`src/rtl/imem_refill_bridge.sv`:
```
// Instruction-side cache line refill engine.
// On a miss the whole line containing the missing address is read from RAM,
// critical word first with wrap-around inside the line, one outstanding read
// at a time. Each returned word is handed to the cache controller as a
// one-cycle word_ready pulse together with its index in the line.
module imem_refill_bridge #(
    parameter int ADDR_W     = 32,
    parameter int WORD_W     = 32,
    parameter int LINE_WORDS = 4
) (
    input  logic                          clk,
    input  logic                          nrst,
    input  logic                          miss_req,
    input  logic [ADDR_W-1:0]             miss_addr,
    output logic [WORD_W-1:0]             mem_word,
    output logic                          word_ready,
    output logic [$clog2(LINE_WORDS)-1:0] word_idx,
    output logic                          refill_done,
    output logic                          busy,
    output logic                          ram_req,
    output logic [ADDR_W-1:0]             ram_addr,
    input  logic                          ram_gnt,
    input  logic [WORD_W-1:0]             ram_rdata,
    input  logic                          ram_rvalid
);

    localparam int IDX_W = $clog2(LINE_WORDS);
    localparam int OFF   = $clog2(LINE_WORDS * 4);

    // Byte-offset bits of a line; cleared to form the line base address.
    localparam logic [ADDR_W-1:0] LINE_MASK = ADDR_W'(LINE_WORDS * 4 - 1);
    // Value of cnt_q while the last word of the line is outstanding.
    localparam logic [IDX_W-1:0]  LAST_CNT  = IDX_W'(LINE_WORDS - 1);

    typedef enum logic [2:0] {
        S_IDLE = 3'd0,
        S_REQ  = 3'd1,
        S_WAIT = 3'd2,
        S_DONE = 3'd3,
        S_HOLD = 3'd4
    } state_t;

    state_t             state_q;
    logic [ADDR_W-1:0]  base_q;
    logic [IDX_W-1:0]   start_q;
    logic [IDX_W-1:0]   cnt_q;

    logic [ADDR_W-1:0]  miss_base_s;
    logic [IDX_W-1:0]   miss_start_s;
    logic [IDX_W-1:0]   cur_idx_s;
    logic [IDX_W-1:0]   cnt_d;
    logic [IDX_W-1:0]   next_idx_s;

    // Word address inside the line; the index wraps naturally in IDX_W bits,
    // so the upper address bits (the base) never change during a refill.
    function automatic logic [ADDR_W-1:0] word_addr(
        input logic [ADDR_W-1:0] base,
        input logic [IDX_W-1:0]  idx
    );
        return base | ADDR_W'({idx, 2'b00});
    endfunction

    // Line base/start of an incoming miss and the wrapped indices of the
    // word in flight and of the following word.
    always_comb begin
        miss_base_s  = miss_addr & ~LINE_MASK;
        miss_start_s = miss_addr[OFF-1:2];
        cur_idx_s    = start_q + cnt_q;
        cnt_d        = cnt_q + {{(IDX_W-1){1'b0}}, 1'b1};
        next_idx_s   = start_q + cnt_d;
    end

    // Refill FSM with all outputs registered.
    always_ff @(posedge clk or negedge nrst) begin
        if (!nrst) begin
            state_q     <= S_IDLE;
            base_q      <= {ADDR_W{1'b0}};
            start_q     <= {IDX_W{1'b0}};
            cnt_q       <= {IDX_W{1'b0}};
            mem_word    <= {WORD_W{1'b0}};
            word_idx    <= {IDX_W{1'b0}};
            word_ready  <= 1'b0;
            refill_done <= 1'b0;
            busy        <= 1'b0;
            ram_req     <= 1'b0;
            ram_addr    <= {ADDR_W{1'b0}};
        end else begin
            word_ready  <= 1'b0;
            refill_done <= 1'b0;
            case (state_q)
                S_IDLE: begin
                    if (miss_req) begin
                        base_q   <= miss_base_s;
                        start_q  <= miss_start_s;
                        cnt_q    <= {IDX_W{1'b0}};
                        ram_req  <= 1'b1;
                        ram_addr <= word_addr(miss_base_s, miss_start_s);
                        busy     <= 1'b1;
                        state_q  <= S_REQ;
                    end else begin
                        ram_req  <= 1'b0;
                        busy     <= 1'b0;
                    end
                end
                S_REQ: begin
                    // ram_rvalid is deliberately ignored until the grant.
                    if (ram_gnt) begin
                        ram_req <= 1'b0;
                        state_q <= S_WAIT;
                    end else begin
                        ram_req <= 1'b1;
                    end
                end
                S_WAIT: begin
                    if (ram_rvalid) begin
                        mem_word   <= ram_rdata;
                        word_idx   <= cur_idx_s;
                        word_ready <= 1'b1;
                        cnt_q      <= cnt_d;
                        if (cnt_q == LAST_CNT) begin
                            refill_done <= 1'b1;
                            state_q     <= S_DONE;
                        end else begin
                            ram_req  <= 1'b1;
                            ram_addr <= word_addr(base_q, next_idx_s);
                            state_q  <= S_REQ;
                        end
                    end else begin
                        ram_req <= 1'b0;
                    end
                end
                S_DONE: begin
                    // The controller's miss flag may still be high for a
                    // cycle or more; park in HOLD rather than re-accept it.
                    if (!miss_req) begin
                        busy    <= 1'b0;
                        state_q <= S_IDLE;
                    end else begin
                        state_q <= S_HOLD;
                    end
                end
                S_HOLD: begin
                    if (!miss_req) begin
                        busy    <= 1'b0;
                        state_q <= S_IDLE;
                    end else begin
                        state_q <= S_HOLD;
                    end
                end
                default: begin
                    ram_req <= 1'b0;
                    busy    <= 1'b0;
                    state_q <= S_IDLE;
                end
            endcase
        end
    end

endmodule

```
`config.mk`:
```
export PLATFORM = sky130hd
export DESIGN_NAME = imem_refill_bridge
export DESIGN_NICKNAME = d
export VERILOG_FILES = /design/src/rtl/imem_refill_bridge.sv
export SDC_FILE = /design/constraint.sdc
export NUM_CORES = 1
export LEC_CHECK = 0
export CAP_MARGIN = 30
export CORE_MARGIN = 1.5
export CORE_UTILIZATION = 50
export CTS_CLUSTER_DIAMETER = 30
export DETAILED_ROUTE_END_ITERATION = 12
export PLACE_DENSITY = 0.95
export SKIP_CTS_REPAIR_TIMING = 1
export SLEW_MARGIN = 20
export SYNTH_ARGS = -nofsm -noshare
export SYNTH_HDL_FRONTEND = slang
export SYNTH_SLANG_ARGS = --single-unit
```
`constraint.sdc`:
```
create_clock -name clk -period 3.8 [get_ports clk]
set_input_delay 0.57 -clock clk [delete_from_list [all_inputs] [get_ports clk]]
set_output_delay 0.57 -clock clk [all_outputs]
set_load 0.005 [all_outputs]
```
==> Yosys cells after proc, flatten, opt, wreduce, memory -nomap -nowiden <==
Index checks and enable logic that the tools add are counted.
{ "word_totals": {"ff_bits": 105, "output_inout_bits": 70, "wordCells": 65} }
{ "classes": {"bitwise": 4, "reduce_logical": 11, "n_mux": 25, "eq_ne": 11, "n_addsub": 3} }
{ "ops": {"columns": ["operator", "n"], "rows": [
  ["$mux W32", 3],
  ["$or A32 B4 Y32", 2],
  ["$pmux W32 S2", 1],
  ["$mux W3", 4],
  ["$pmux W3 S4", 1],
  ["$mux W1", 10],
  ["$ne A2 B2 Y1 const B", 5],
  ["$reduce_and A2 Y1", 4],
  ["$eq A3 B2 Y1 const B", 2],
  ["$mux W2", 3],
  ["$reduce_and A3 Y1", 2],
  ["$add A2 B2 Y2", 2],
  ["$pmux W1 S4", 1],
  ["$pmux W2 S2", 1],
  ["$reduce_and A4 Y1", 1],
  ["$reduce_or A2 Y1", 2],
  ["$eq A3 B1 Y1 const B", 1],
  ["$eq A3 B3 Y1 const B", 1],
  ["$logic_not A3 Y1", 1],
  ["$ne A3 B3 Y1 const B", 1],
  ["$pmux W1 S3", 1],
  ["$add A2 B1 Y2 const B", 1],
  ["$eq A2 B2 Y1 const B", 1],
  ["$not A1 Y1", 2],
  ["$reduce_bool A2 Y1", 1]
]} }

==> Depth between registers and ports, before layout <==
{ "logic_depth": {"word_depth": 6, "depth_mapped": 6, "depth_no_buf": 5} }

==> Worst setup path after synthesis <==
Ideal clock, no wire load.
{ "synth_timing": {"kind": "register to register", "from": "register cnt_q[0]", "to": "register ram_addr[21]", "setup_time_ns": 0.125, "setup_slack_ns": 1.979, "t_arrival_ns": 1.695, "stages_incl_launch_ff": 7, "synth_period_minus_slack_ns": 1.821, "path_cell_list": "dfrtp_1 > ha_1 > nand3b_1 > a211oi_2 > buf_4 > buf_8 > mux2_4"} }
{ "synth_between": {"elab_chain_len": 3} }
{ "synth_rtl": {"columns": ["element", "line_no", "rtl"], "rows": [
  ["start: declaration", "46", "logic [IDX_W-1:0] cnt_q;"],
  ["start signal: assignment", "79", "cnt_q <= {IDX_W{1'b0}};"],
  ["start signal: assignment", "95", "cnt_q <= {IDX_W{1'b0}};"],
  ["start signal: assignment", "119", "cnt_q <= cnt_d;"],
  ["$eq A2 B2 Y1", "120", "if (cnt_q == LAST_CNT) begin"],
  ["$ne A2 B2 Y1 (no line)", null, null],
  ["$reduce_and A4 Y1 (no line)", null, null],
  ["end signal: assignment", "86", "ram_addr <= {ADDR_W{1'b0}};"],
  ["end signal: assignment", "97", "ram_addr <= word_addr(miss_base_s, miss_start_s);"],
  ["end signal: assignment", "125", "ram_addr <= word_addr(base_q, next_idx_s);"],
  ["end: declaration", "21", "output logic [ADDR_W-1:0] ram_addr,"]
]} }
No other way between the ends.
A chain may end at the register's enable or synchronous reset.

==> Worst setup path in the final report <==
{ "layout_timing": {"from": "register state_q[1]", "to": "register ram_addr[13]"} }
{ "layout_between": {"elab_chain_len": 3, "elab_cells_between_ends": 8} }
{ "layout_rtl": {"columns": ["element", "line_no", "rtl"], "rows": [
  ["start: declaration", "43", "state_t state_q;"],
  ["start signal: assignment", "76", "state_q <= S_IDLE;"],
  ["start signal: assignment", "99", "state_q <= S_REQ;"],
  ["start signal: assignment", "109", "state_q <= S_WAIT;"],
  ["$eq A3 B2 Y1 / $logic_not A3 Y1 (equally long branches)", "90", "case (state_q)"],
  ["$ne A2 B2 Y1 (no line) / $reduce_bool A2 Y1 (equally long branches)", null, null],
  ["$reduce_and A4 Y1 (no line)", null, null]
]} }
Parallel ways exist; a longest one is shown, timed or not.

==> qor.csv <==
stage,metric,value,unit
clocking,"Clk Latency, worst-skew pair",360,ps
hold_path,HP Class,primary input to asynchronous set/reset pin,
sta,Slew headroom,0.442,
die,Core Area,8760,um2
global_routing,GRT Total Usage,0.209,
sta,clock period minus worst slack,2420,ps
synthesis,Post-Synthesis Cell Area,4530,um2
setup_path,worst r2r src,state_q[1],
cells_and_area,share of post-route cells with drive strength above 1,0.317,
die,Starting Density,0.517,
synthesis,cell taking the most area after synthesis,dfrtp_1,
setup_path,crit path DAT,2660,ps
global_routing,total gr overflow,0,
pwr,Peak VDD IR,0.396,mV
die,Die Wd,98.2,um
synthesis,yosys synthesis warning count,0,
setup_path,crit path cell chain,"nor3b_4, buf_12, mux2_1, mux2_2",
setup_path,Worst path max stage delay,790,ps
setup_path,CP Class,flip-flop to flip-flop,
synthesis,synth unique cells,40,
global_routing,first-pass GRT wire length,16000,um
global_routing,largest net degree at the start of global routing,52,
pwr,clock share of power,0.149,
detailed_routing,vias per cell,5.31,
place,Routability Congestion,0.719,
die,die area,9640,um2
sta,RSZ-0062 raised after global routing,no,
cells_and_area,Synth-to-Final Area Change,36.4,%
detailed_routing,total iterations of the first detailed-routing run,4,
setup_path,"Slowest-stage cell, CP",nor3b_4,
setup_path,largest driver fanout on the critical path,17,
sta,skew final,9.88,ps
pwr,Net Sw Frac,0.288,
pwr,Leak,2.57,nW
detailed_routing,initial DRC count,75,
run,Max Cap Violations,0,
cells_and_area,final-stage net count,507,
pwr,register share of total power,0.404,
clocking,clock sinks,103,
cells_and_area,number of diodes,0,
setup_path,Buffers & Inverters on Critical Path,1,
clocking,root buffer cell,clkbuf_8,
synthesis,top cell type's share of synthesized area,0.569,
pwr,P_int,3.51,mW
synthesis,Synth Flop Type,dfrtp_1,
die,Die H,98.2,um
sta,Max Fclk,414,MHz
synthesis,synthesized area per cell,15.1,um2
synthesis,part of the Yosys area used for sequential elements,0.569,
sta,"Hold Violations, Final",0,
setup_path,Critical Path Source Type,flip-flop,
detailed_routing,drt drc,0,
pwr,NetSw,1.42,mW
detailed_routing,Vias,2905,
place,Port-buffer cells,134,
sta,final number of setup-violating endpoints,0,
synthesis,"Async S/R FF share, synth",1.00,
setup_path,R2R setup slack,1380,ps
synthesis,Cells after Synth,301,
detailed_routing,WL/cell,17.6,um
setup_path,"Largest delay share family, worst path",simple AND/OR/NAND/NOR gates,
sta,setup TNS,0,ps
setup_path,Worst EP required,4040,ps
place,detailed placement HPWL,6900,um
synthesis,Seq cells post-synth,103,
clocking,Max clock buf depth,2,
pwr,Gate power share,0.447,
clocking,Worst-path clk slew,100,ps
die,# IOs,139,
pwr,power density over the cells,798,nW/um2
clocking,H-tree depth,3,
setup_path,worst-case reg-to-reg path depth,4,
die,Row Count,34,
synthesis,Commonest cells post-synth,"mux2_2 (104), dfrtp_1 (103), mux2_4 (10)",
setup_path,Worst R2R End,ram_addr[13],
global_routing,vias in the first global route,3262,
synthesis,Post-synth EDFFs,0,
clocking,CTS tree,done,
setup_path,Setup crit end kind,flip-flop,
synthesis,Area contributors post-synth,"dfrtp_1 (57%), mux2_2 (26%), mux2_4 (3.3%)",
synthesis,cell with the most instances after synthesis,mux2_2,
outcome,outcome,finished clean,
global_routing,initial antenna violation count,0,
detailed_routing,post-route antenna net violation count,0,
clocking,CTS Buf Count,9,
pwr,overall power,4.93,mW
sta,fin. max-slew vios,0,
detailed_routing,WL final,9640,um
sta,final worst-path cycle share,0.636,
sta,Tightest Pin Transition,836,ps
[cells in the final DEF (no fill, tap or decap), types with 2 or more instances in the layout]
master           count
a21boi_0             2
a21oi_1              3
and2_1               2
and3b_1              2
buf_4                5
bufinv_16            2
clkbuf_8             9
clkdlybuf4s50_1    133
conb_1               2
dfrtp_1            103
ha_1                 3
inv_1                2
mux2_1               6
mux2_2             104
mux2_4              10
nand2_1              7
nand2b_1             4
nand3b_1             5
nor2_1               3
nor2b_1              2
o21ai_0              6
[cells by family (layout without fill, tap and decap cells)]
kind of cell,count (synthesis),in the layout,synth area share
adder cells (fa/ha/maj),3,3,0.00828
XOR/XNOR,3,3,0.00911
buffers and inverters,21,158,0.0312
multiplexers,120,120,0.306
flip-flops,103,103,0.569
AO/OA/AOI/OAI,19,19,0.0282
AND/OR/NAND/NOR,31,31,0.0472
other,1,2,0.000827
[per-layer routing]
metal	track usage	vias to the layer above	share of wire
li1	-	1328	-
met1	0.249	1480	0.40
met2	0.376	77	0.54
met3	0.0358	20	0.035
met4	0.0823	0	0.025
met5	0	-	0
[stage by stage]
step	hold slack, ps	utilization	worst slack [ps]	instances	instance area [um2]
finish	170	0.705	1380	547	6180
global placement	468	0.678	1200	531	5940
floorplan	274	-	1980	302	4540
global route	190	0.705	1210	547	6180
CTS	179	0.705	1350	547	6180
detailed placement	474	0.681	1110	532	5970
[power by group through the flow]
stage	logic (mW)	registers (mW)	clock network [mW]
2_1_floorplan	1.21	1.95	0
3_3_place_gp	2.15	1.96	0
3_5_place_dp	2.23	2.01	0
4_1_cts	2.24	1.99	0.757
5_1_grt	2.37	2.07	0.799
6_report	2.20	1.99	0.737
[how the worst max path moves through the flow]
stage,startpoint,to,slack [ps],cells after the start
after floorplan,cnt_q[0],ram_addr[21],1980,6
after global placement,ram_rvalid,mem_word[0],1200,4
after CTS,state_q[1],ram_addr[12],1350,4
final,state_q[1],ram_addr[13],1380,4
after detailed placement,ram_rvalid,mem_word[0],1110,4
after global routing,state_q[1],ram_addr[13],1210,4
[registers in the layout (all words and copies together), names as in the netlist]
| register | cells |
|---|---|
| mem_word | 32 |
| ram_addr | 30 |
| base_q | 28 |
| state_q | 3 |
| cnt_q | 2 |
| start_q | 2 |
| word_idx | 2 |
| busy | 1 |
| ram_req | 1 |
| refill_done | 1 |
| word_ready | 1 |
[cell type report]
type	instances	area, um2
Multi-Input combinational cell	178	1830
Sequential cell	103	2580
Timing Repair Buffer	140	1420
Inverter	3	11.3
Fill cell	622	2580
Clock inverter	5	82.6
Clock buffer	10	128
Tap cell	108	135
(Power assumes the default switching activity.)
